==> src/rtl/alu_issue_stage_if.sv <==
// ID->EX handshake bundle for the ALU issue stage.
// The master side is the ID producer and EX consumer; the slave side is the stage.
interface alu_issue_stage_if #(
  parameter int unsigned N = 32,
  parameter int unsigned P = 4
);
  logic         id_valid;
  logic         id_ready;
  logic [5:0]   id_opcode;
  logic [5:0]   id_funct;
  logic [N-1:0] id_rs_data;
  logic [N-1:0] id_rt_data;
  logic [15:0]  id_imm;
  logic [4:0]   id_rt;
  logic [4:0]   id_rd;

  logic         ex_valid;
  logic         ex_ready;
  logic [N-1:0] alu_in1;
  logic [N-1:0] alu_in2;
  logic [P-1:0] alu_op;
  logic [4:0]   ex_dest;

  modport master (
    output id_valid, id_opcode, id_funct, id_rs_data, id_rt_data, id_imm, id_rt, id_rd,
    output ex_ready,
    input  id_ready, ex_valid, alu_in1, alu_in2, alu_op, ex_dest
  );

  modport slave (
    input  id_valid, id_opcode, id_funct, id_rs_data, id_rt_data, id_imm, id_rt, id_rd,
    input  ex_ready,
    output id_ready, ex_valid, alu_in1, alu_in2, alu_op, ex_dest
  );
endinterface

==> src/rtl/alu_issue_stage.sv <==
// ID->EX issue stage: decodes opcode/funct into an ALU op, selects operand 2,
// and buffers up to two entries so id_ready stays registered.
module alu_issue_stage #(
  parameter int unsigned N = 32,
  parameter int unsigned P = 4
) (
  input  logic             clk,
  input  logic             rst_n,
  alu_issue_stage_if.slave bus,
  input  logic             flush,
  output logic             illegal,
  output logic [15:0]      issue_count
);

  localparam int unsigned IMM_W = 16;
  localparam int unsigned REG_W = 5;
  localparam int unsigned CNT_W = 16;

  typedef struct packed {
    logic [N-1:0]     in1;
    logic [N-1:0]     in2;
    logic [P-1:0]     op;
    logic [REG_W-1:0] dest;
  } payload_t;

  typedef enum logic [1:0] {
    S_EMPTY = 2'd0,
    S_FULL  = 2'd1,
    S_SKID  = 2'd2
  } state_t;

  state_t           r_state;
  state_t           w_next;
  payload_t         r_main;
  payload_t         r_skid;
  payload_t         w_dec;
  logic             w_legal;
  logic             r_id_ready;
  logic             r_ex_valid;
  logic             r_illegal;
  logic [CNT_W-1:0] r_issue_count;
  logic             w_accept;
  logic             w_take;
  logic             w_issue;
  logic             w_load_new;
  logic             w_load_skid;
  logic             w_main_from_skid;
  logic [N-1:0]     w_sext;
  logic [N-1:0]     w_zext;

  assign w_sext = {{(N-IMM_W){bus.id_imm[IMM_W-1]}}, bus.id_imm};
  assign w_zext = N'(bus.id_imm);

  // Instruction decode: op code, operand 2 source and destination register
  always_comb begin
    w_legal    = 1'b0;
    w_dec.in1  = bus.id_rs_data;
    w_dec.in2  = bus.id_rt_data;
    w_dec.op   = '0;
    w_dec.dest = '0;
    case (bus.id_opcode)
      6'h00: begin
        w_legal    = 1'b1;
        w_dec.dest = bus.id_rd;
        case (bus.id_funct)
          6'h20:   w_dec.op = P'(4'b0010);
          6'h22:   w_dec.op = P'(4'b0110);
          6'h24:   w_dec.op = P'(4'b0000);
          6'h25:   w_dec.op = P'(4'b0001);
          6'h27:   w_dec.op = P'(4'b1100);
          6'h2A:   w_dec.op = P'(4'b0111);
          default: w_legal  = 1'b0;
        endcase
      end
      6'h08: begin w_legal = 1'b1; w_dec.op = P'(4'b0010); w_dec.in2 = w_sext; w_dec.dest = bus.id_rt; end
      6'h0A: begin w_legal = 1'b1; w_dec.op = P'(4'b0111); w_dec.in2 = w_sext; w_dec.dest = bus.id_rt; end
      6'h0C: begin w_legal = 1'b1; w_dec.op = P'(4'b0000); w_dec.in2 = w_zext; w_dec.dest = bus.id_rt; end
      6'h0D: begin w_legal = 1'b1; w_dec.op = P'(4'b0001); w_dec.in2 = w_zext; w_dec.dest = bus.id_rt; end
      6'h23: begin w_legal = 1'b1; w_dec.op = P'(4'b0010); w_dec.in2 = w_sext; w_dec.dest = bus.id_rt; end
      6'h2B: begin w_legal = 1'b1; w_dec.op = P'(4'b0010); w_dec.in2 = w_sext; end
      6'h04: begin w_legal = 1'b1; w_dec.op = P'(4'b0110); end
      default: ;
    endcase
  end

  // Illegal instructions are accepted but never stored; flush drops the offer
  assign w_accept = bus.id_valid & r_id_ready;
  assign w_take   = w_accept & w_legal & ~flush;
  assign w_issue  = r_ex_valid & bus.ex_ready;

  always_ff @(posedge clk or negedge rst_n) begin
    if (!rst_n) r_state <= S_EMPTY;
    else        r_state <= w_next;
  end

  always_comb begin
    w_next = r_state;
    if (flush) begin
      w_next = S_EMPTY;
    end else begin
      case (r_state)
        S_EMPTY: if (w_take) w_next = S_FULL;
        S_FULL: begin
          if (w_issue && !w_take)      w_next = S_EMPTY;
          else if (!w_issue && w_take) w_next = S_SKID;
        end
        S_SKID:  if (w_issue) w_next = S_FULL;
        default: w_next = S_EMPTY;
      endcase
    end
  end

  always_comb begin
    w_load_new       = 1'b0;
    w_load_skid      = 1'b0;
    w_main_from_skid = 1'b0;
    if (!flush) begin
      case (r_state)
        S_EMPTY: w_load_new = w_take;
        S_FULL: begin
          w_load_new  = w_take & w_issue;
          w_load_skid = w_take & ~w_issue;
        end
        S_SKID:  w_main_from_skid = w_issue;
        default: ;
      endcase
    end
  end

  // Entry storage: main drives the ALU, skid catches one entry while EX stalls
  always_ff @(posedge clk or negedge rst_n) begin
    if (!rst_n) begin
      r_main <= '0;
      r_skid <= '0;
    end else begin
      if (w_load_new)            r_main <= w_dec;
      else if (w_main_from_skid) r_main <= r_skid;
      if (w_load_skid)           r_skid <= w_dec;
    end
  end

  always_ff @(posedge clk or negedge rst_n) begin
    if (!rst_n) begin
      r_id_ready    <= 1'b1;
      r_ex_valid    <= 1'b0;
      r_illegal     <= 1'b0;
      r_issue_count <= '0;
    end else begin
      r_id_ready <= (w_next != S_SKID);
      r_ex_valid <= (w_next != S_EMPTY);
      r_illegal  <= w_accept & ~w_legal & ~flush;
      if (w_issue) r_issue_count <= r_issue_count + CNT_W'(1);
    end
  end

  assign bus.id_ready = r_id_ready;
  assign bus.ex_valid = r_ex_valid;
  assign bus.alu_in1  = r_main.in1;
  assign bus.alu_in2  = r_main.in2;
  assign bus.alu_op   = r_main.op;
  assign bus.ex_dest  = r_main.dest;
  assign illegal      = r_illegal;
  assign issue_count  = r_issue_count;

endmodule

==> src/flat_wrapper.sv <==
// flat-port wrapper written by rule: the top's interface ports become plain ports
module alu_issue_stage_flat 
#(
  parameter int unsigned N = 32,
  parameter int unsigned P = 4
)
  (clk, rst_n, flush, illegal, issue_count, bus_id_valid, bus_id_opcode, bus_id_funct, bus_id_rs_data, bus_id_rt_data, bus_id_imm, bus_id_rt, bus_id_rd, bus_ex_ready, bus_id_ready, bus_ex_valid, bus_alu_in1, bus_alu_in2, bus_alu_op, bus_ex_dest);
  alu_issue_stage_if #(.N(N), .P(P)) bus_i ();
  input  logic clk;
  input  logic rst_n;
  input  logic flush;
  output logic illegal;
  output logic [15:0] issue_count;
  input wire logic [$bits(bus_i.id_valid)-1:0] bus_id_valid;
  input wire logic [$bits(bus_i.id_opcode)-1:0] bus_id_opcode;
  input wire logic [$bits(bus_i.id_funct)-1:0] bus_id_funct;
  input wire logic [$bits(bus_i.id_rs_data)-1:0] bus_id_rs_data;
  input wire logic [$bits(bus_i.id_rt_data)-1:0] bus_id_rt_data;
  input wire logic [$bits(bus_i.id_imm)-1:0] bus_id_imm;
  input wire logic [$bits(bus_i.id_rt)-1:0] bus_id_rt;
  input wire logic [$bits(bus_i.id_rd)-1:0] bus_id_rd;
  input wire logic [$bits(bus_i.ex_ready)-1:0] bus_ex_ready;
  output wire logic [$bits(bus_i.id_ready)-1:0] bus_id_ready;
  output wire logic [$bits(bus_i.ex_valid)-1:0] bus_ex_valid;
  output wire logic [$bits(bus_i.alu_in1)-1:0] bus_alu_in1;
  output wire logic [$bits(bus_i.alu_in2)-1:0] bus_alu_in2;
  output wire logic [$bits(bus_i.alu_op)-1:0] bus_alu_op;
  output wire logic [$bits(bus_i.ex_dest)-1:0] bus_ex_dest;
  assign bus_i.id_valid = bus_id_valid;
  assign bus_i.id_opcode = bus_id_opcode;
  assign bus_i.id_funct = bus_id_funct;
  assign bus_i.id_rs_data = bus_id_rs_data;
  assign bus_i.id_rt_data = bus_id_rt_data;
  assign bus_i.id_imm = bus_id_imm;
  assign bus_i.id_rt = bus_id_rt;
  assign bus_i.id_rd = bus_id_rd;
  assign bus_i.ex_ready = bus_ex_ready;
  assign bus_id_ready = bus_i.id_ready;
  assign bus_ex_valid = bus_i.ex_valid;
  assign bus_alu_in1 = bus_i.alu_in1;
  assign bus_alu_in2 = bus_i.alu_in2;
  assign bus_alu_op = bus_i.alu_op;
  assign bus_ex_dest = bus_i.ex_dest;
  alu_issue_stage #(.N(N), .P(P)) u_core (.clk(clk), .rst_n(rst_n), .bus(bus_i), .flush(flush), .illegal(illegal), .issue_count(issue_count));
endmodule
==> config.mk <==
export PLATFORM = sky130hd
export DESIGN_NAME = alu_issue_stage_flat
export DESIGN_NICKNAME = d
export VERILOG_FILES = /design/src/rtl/alu_issue_stage_if.sv /design/src/rtl/alu_issue_stage.sv /design/src/flat_wrapper.sv
export SDC_FILE = /design/constraint.sdc
export NUM_CORES = 1
export LEC_CHECK = 0
export ABC_AREA = 1
export CORE_MARGIN = 2
export CORE_UTILIZATION = 40
export CTS_BUF_LIST = sky130_fd_sc_hd__clkbuf_4
export CTS_CLUSTER_DIAMETER = 40
export CTS_CLUSTER_SIZE = 20
export DETAILED_ROUTE_END_ITERATION = 12
export MAX_ROUTING_LAYER = met4
export PLACE_DENSITY_LB_ADDON = 0.2
export SYNTH_ARGS = -nofsm -noshare
export SYNTH_HDL_FRONTEND = slang
export SYNTH_SLANG_ARGS = --single-unit
==> constraint.sdc <==
create_clock -name clk -period 2.53 [get_ports clk]
set_clock_uncertainty 0.15 [all_clocks]
set_input_delay 0.506 -clock clk [delete_from_list [all_inputs] [get_ports clk]]
set_output_delay 0.506 -clock clk [all_outputs]
set_load 0.01 [all_outputs]
==> flow_metrics.env <==
export IMPL_powerDensity_mw_per_mm2=613.8
export IMPL_status="finished, final reports clean"
export IMPL_wl_per_cell_um=14.08
export IMPL_cp_end_kind="primary output"
export IMPL_start_util_pct=40.81
export IMPL_crit_required_ns=1.87
export IMPL_hold_viol_final=0
export IMPL_vias_per_cell=4.882
export IMPL_setup_violations=0
export IMPL_dpl_hpwl_um=15320
export IMPL_coreArea_mm2=0.02102
export IMPL_nFillCells=1998
export IMPL_maxCapViolations=0
export IMPL_cpMaxStageDelayCell="dfstp_2"
export IMPL_crit_chain="clkdlybuf4s50_1"
export IMPL_grt_usage_pct=21.19
export IMPL_grt_pass1_wl_um=37120
export IMPL_synth_seq_cells=167
export IMPL_mappedNetlistNets=1238
export IMPL_worst_slack_ns=0.2216
export IMPL_clockRootBuffer="clkbuf_4"
export IMPL_min_period_over_period_pct=91.24
export IMPL_hp_class="in -> async"
export IMPL_period_minus_slack_ns=2.308
export IMPL_synth_most_common_cell="nand2_1"
export IMPL_cts_buffers=17
export IMPL_critPathTopFamily="flip-flops"
export IMPL_synth_cells=1130
export IMPL_synth_cell_type_count=32
export IMPL_synth_common_cells="nand2_1, dfrtp_1, inv_1, nand3_1, nand4_1"
export IMPL_fmax_mhz=433.2
export IMPL_ant_nets=0
export IMPL_worstPathMaxFanout=2
export IMPL_finalWirelength_um=22850
export IMPL_vias=7923
export IMPL_grt_pass1_vias=7331
export IMPL_worstSetupPathType="reg -> out"
export IMPL_num_rows=53
export IMPL_pin_count=199
export IMPL_clk_pin_slew_worst_paths_ns=0.15
export IMPL_startpoint_type="flip-flop"
export IMPL_synth_top_area_cell="dfrtp_1"
export IMPL_htreeDepth=4
export IMPL_postCtsResizedCells=0
export IMPL_power_leakage_nw=5.800
export IMPL_ys_warnings_count=0
export IMPL_synthFlopType="dfrtp_1"
export IMPL_clk_latency_ns=0.55
export IMPL_remaining_drc_errors=0
export IMPL_avgSynthCellArea_um2=7.591
export IMPL_dieArea_mm2=0.02263
export IMPL_cts_tree="done"
export IMPL_rsz0062_at_grt="false"
export IMPL_irDropWorstVdd_uv=332.4
export IMPL_drv_slew=0
export IMPL_synth_edf_count=0
export IMPL_slew_headroom_pct=71.71
export IMPL_critical_path_buf_inv_count=1
export IMPL_overflow=0
export IMPL_clockBufferDepth=2
export IMPL_dr_first_iter_drc_count=411
export IMPL_ys_seq_area_share_pct=48.73
export IMPL_synth_top_area_share_pct=48.42
export IMPL_die_width_um=150.4
export IMPL_fin_util_pct=54.57
export IMPL_worstPathArrival_ns=1.65
export IMPL_synthesis_area_mm2=0.008578
export IMPL_fin_nets=1440
export IMPL_port_buffers=198
export IMPL_tightest_slew_ns=0.4244
export IMPL_clock_sinks=167
export IMPL_async_flop_share_pct=100.0
export IMPL_synthTopCellsByArea="dfrtp_1, nand2_1, nand4_1"
export IMPL_cp_slowest_stage_delay_ns=0.57
export IMPL_dr_pass1_iters=5
export IMPL_area_delta_synth_final_pct=33.74
export IMPL_grt_max_degree=62
export IMPL_fp_dieH_um=150.4
export IMPL_gp_congestion=0.8413
export IMPL_pre_cts_slack_ns=-0.1676
export IMPL_drive_above_1_share_pct=8.550
export IMPL_antenna_found_initial=2
==> cells in the final DEF (no fill, tap or decap), types with 3 or more instances in the layout <==
| cell | synthesis | layout |
|---|---|---|
| diode_2 | 0 | 3 |
| nor3_1 | 4 | 4 |
| nor2_1 | 72 | 71 |
| o21ai_2 | 3 | 3 |
| o21ai_0 | 22 | 22 |
| inv_6 | 0 | 4 |
| clkbuf_4 | 0 | 17 |
| bufinv_16 | 0 | 3 |
| nand3_1 | 87 | 87 |
| nand2_1 | 408 | 408 |
| inv_1 | 101 | 101 |
| buf_4 | 8 | 45 |
| dfrtp_1 | 166 | 166 |
| nand4_1 | 78 | 78 |
| o21ai_1 | 66 | 66 |
| nor2_2 | 3 | 3 |
| xnor2_1 | 4 | 4 |
| clkinv_4 | 0 | 4 |
| inv_2 | 4 | 4 |
| clkdlybuf4s50_1 | 0 | 197 |
| buf_12 | 0 | 16 |
| xor2_1 | 11 | 11 |
| nand3b_1 | 3 | 3 |
| a21oi_1 | 6 | 5 |
==> layout make-up <==
class,instances,area (um2),share of cell area [%]
timing repair buffer,260,2651,23.11
sequential,167,4180,36.44
clock inverter,15,190.2,1.658
antenna,3,7.507,0.06544
tap,275,344.1,2.999
inverter,105,394.1,3.435
multi-input combinational,781,3577,31.18
clock buffer,17,127.6,1.112
==> report_power, final <==
group / internal, mW / switching (mW) / leakage, nW
clock network: 0.712 / 1.02 / 0.170
logic: 1.10 / 0.856 / 3.46
registers: 3.09 / 0.257 / 2.17
==> logic make-up after synthesis <==
family | count (synthesis) | share of synthesized area [%]
AOI/OAI and AO/OA | 99 | 5.980
xor gates and xnor gates | 15 | 1.531
adders and majority gates | 1 | 0.1458
buffers and inverters | 182 | 10.09
DFF | 167 | 48.73
and+or+nand+nor | 666 | 33.52
==> final timing paths <==
| check | slack (ns) | cells past startpoint | startpoint | endpoint |
|---|---|---|---|---|
| max | 0.22 | 1 | u_core.bus.id_ready | bus_id_ready |
| max reg2reg | 0.58 | 7 | u_core.bus.id_ready | u_core.r_skid[6] |
| min in group clk | 0.34 | 1 | u_core.issue_count[15] | u_core.issue_count[15] |
| min | 0.21 | 2 | rst_n | u_core.issue_count[12] |
| max in group asynchronous | 1.30 | 3 | rst_n | u_core.bus.alu_in1[8] |
| min reg2reg | 0.34 | 1 | u_core.issue_count[15] | u_core.issue_count[15] |
==> routing by layer <==
layer  vias up  global-route usage (%)  part of all wire [%]
met3        20                   4.000                   5.4
li1       4006                       -                     -
met4         0                   5.896                   1.4
met1      3687                   28.63                    47
met2       210                   32.80                    46
met5         -                       -                     0
==> flip-flops by register name, summed over array words and instances (netlist names) <==
signal               count
u_core.bus.alu_op        4
u_core.bus.alu_in2      32
u_core.bus.alu_in1      32
u_core.r_state           2
u_core.bus.ex_dest       5
u_core.bus.ex_valid      1
u_core.issue_count      16
u_core.r_skid           73
u_core.bus.id_ready      1
u_core.illegal           1
==> metrics by stage <==
stage	total power, mW	instances	hold WS, ns	cell area, um2	TNS [ns]
3_3_place_gp	5.355	1587	0.2444	11140	-2.685
5_1_grt	7.472	1622	0.1863	11470	0
3_5_place_dp	5.382	1587	0.2451	11140	-9.485
6_report	7.041	1623	0.2138	11470	0
2_1_floorplan	4.111	1130	0.06041	8578	0
4_1_cts	7.151	1620	0.1613	11460	0
==> timing repair <==
item | 4_1_cts | 5_1_grt
hold buffers | 1 | 0
setup buffers | 0 | 0
hold endpoints to repair | 79 | 0
setup endpoints to repair | 0 | 0
No activity file was read; power rests on OpenSTA's default activity.
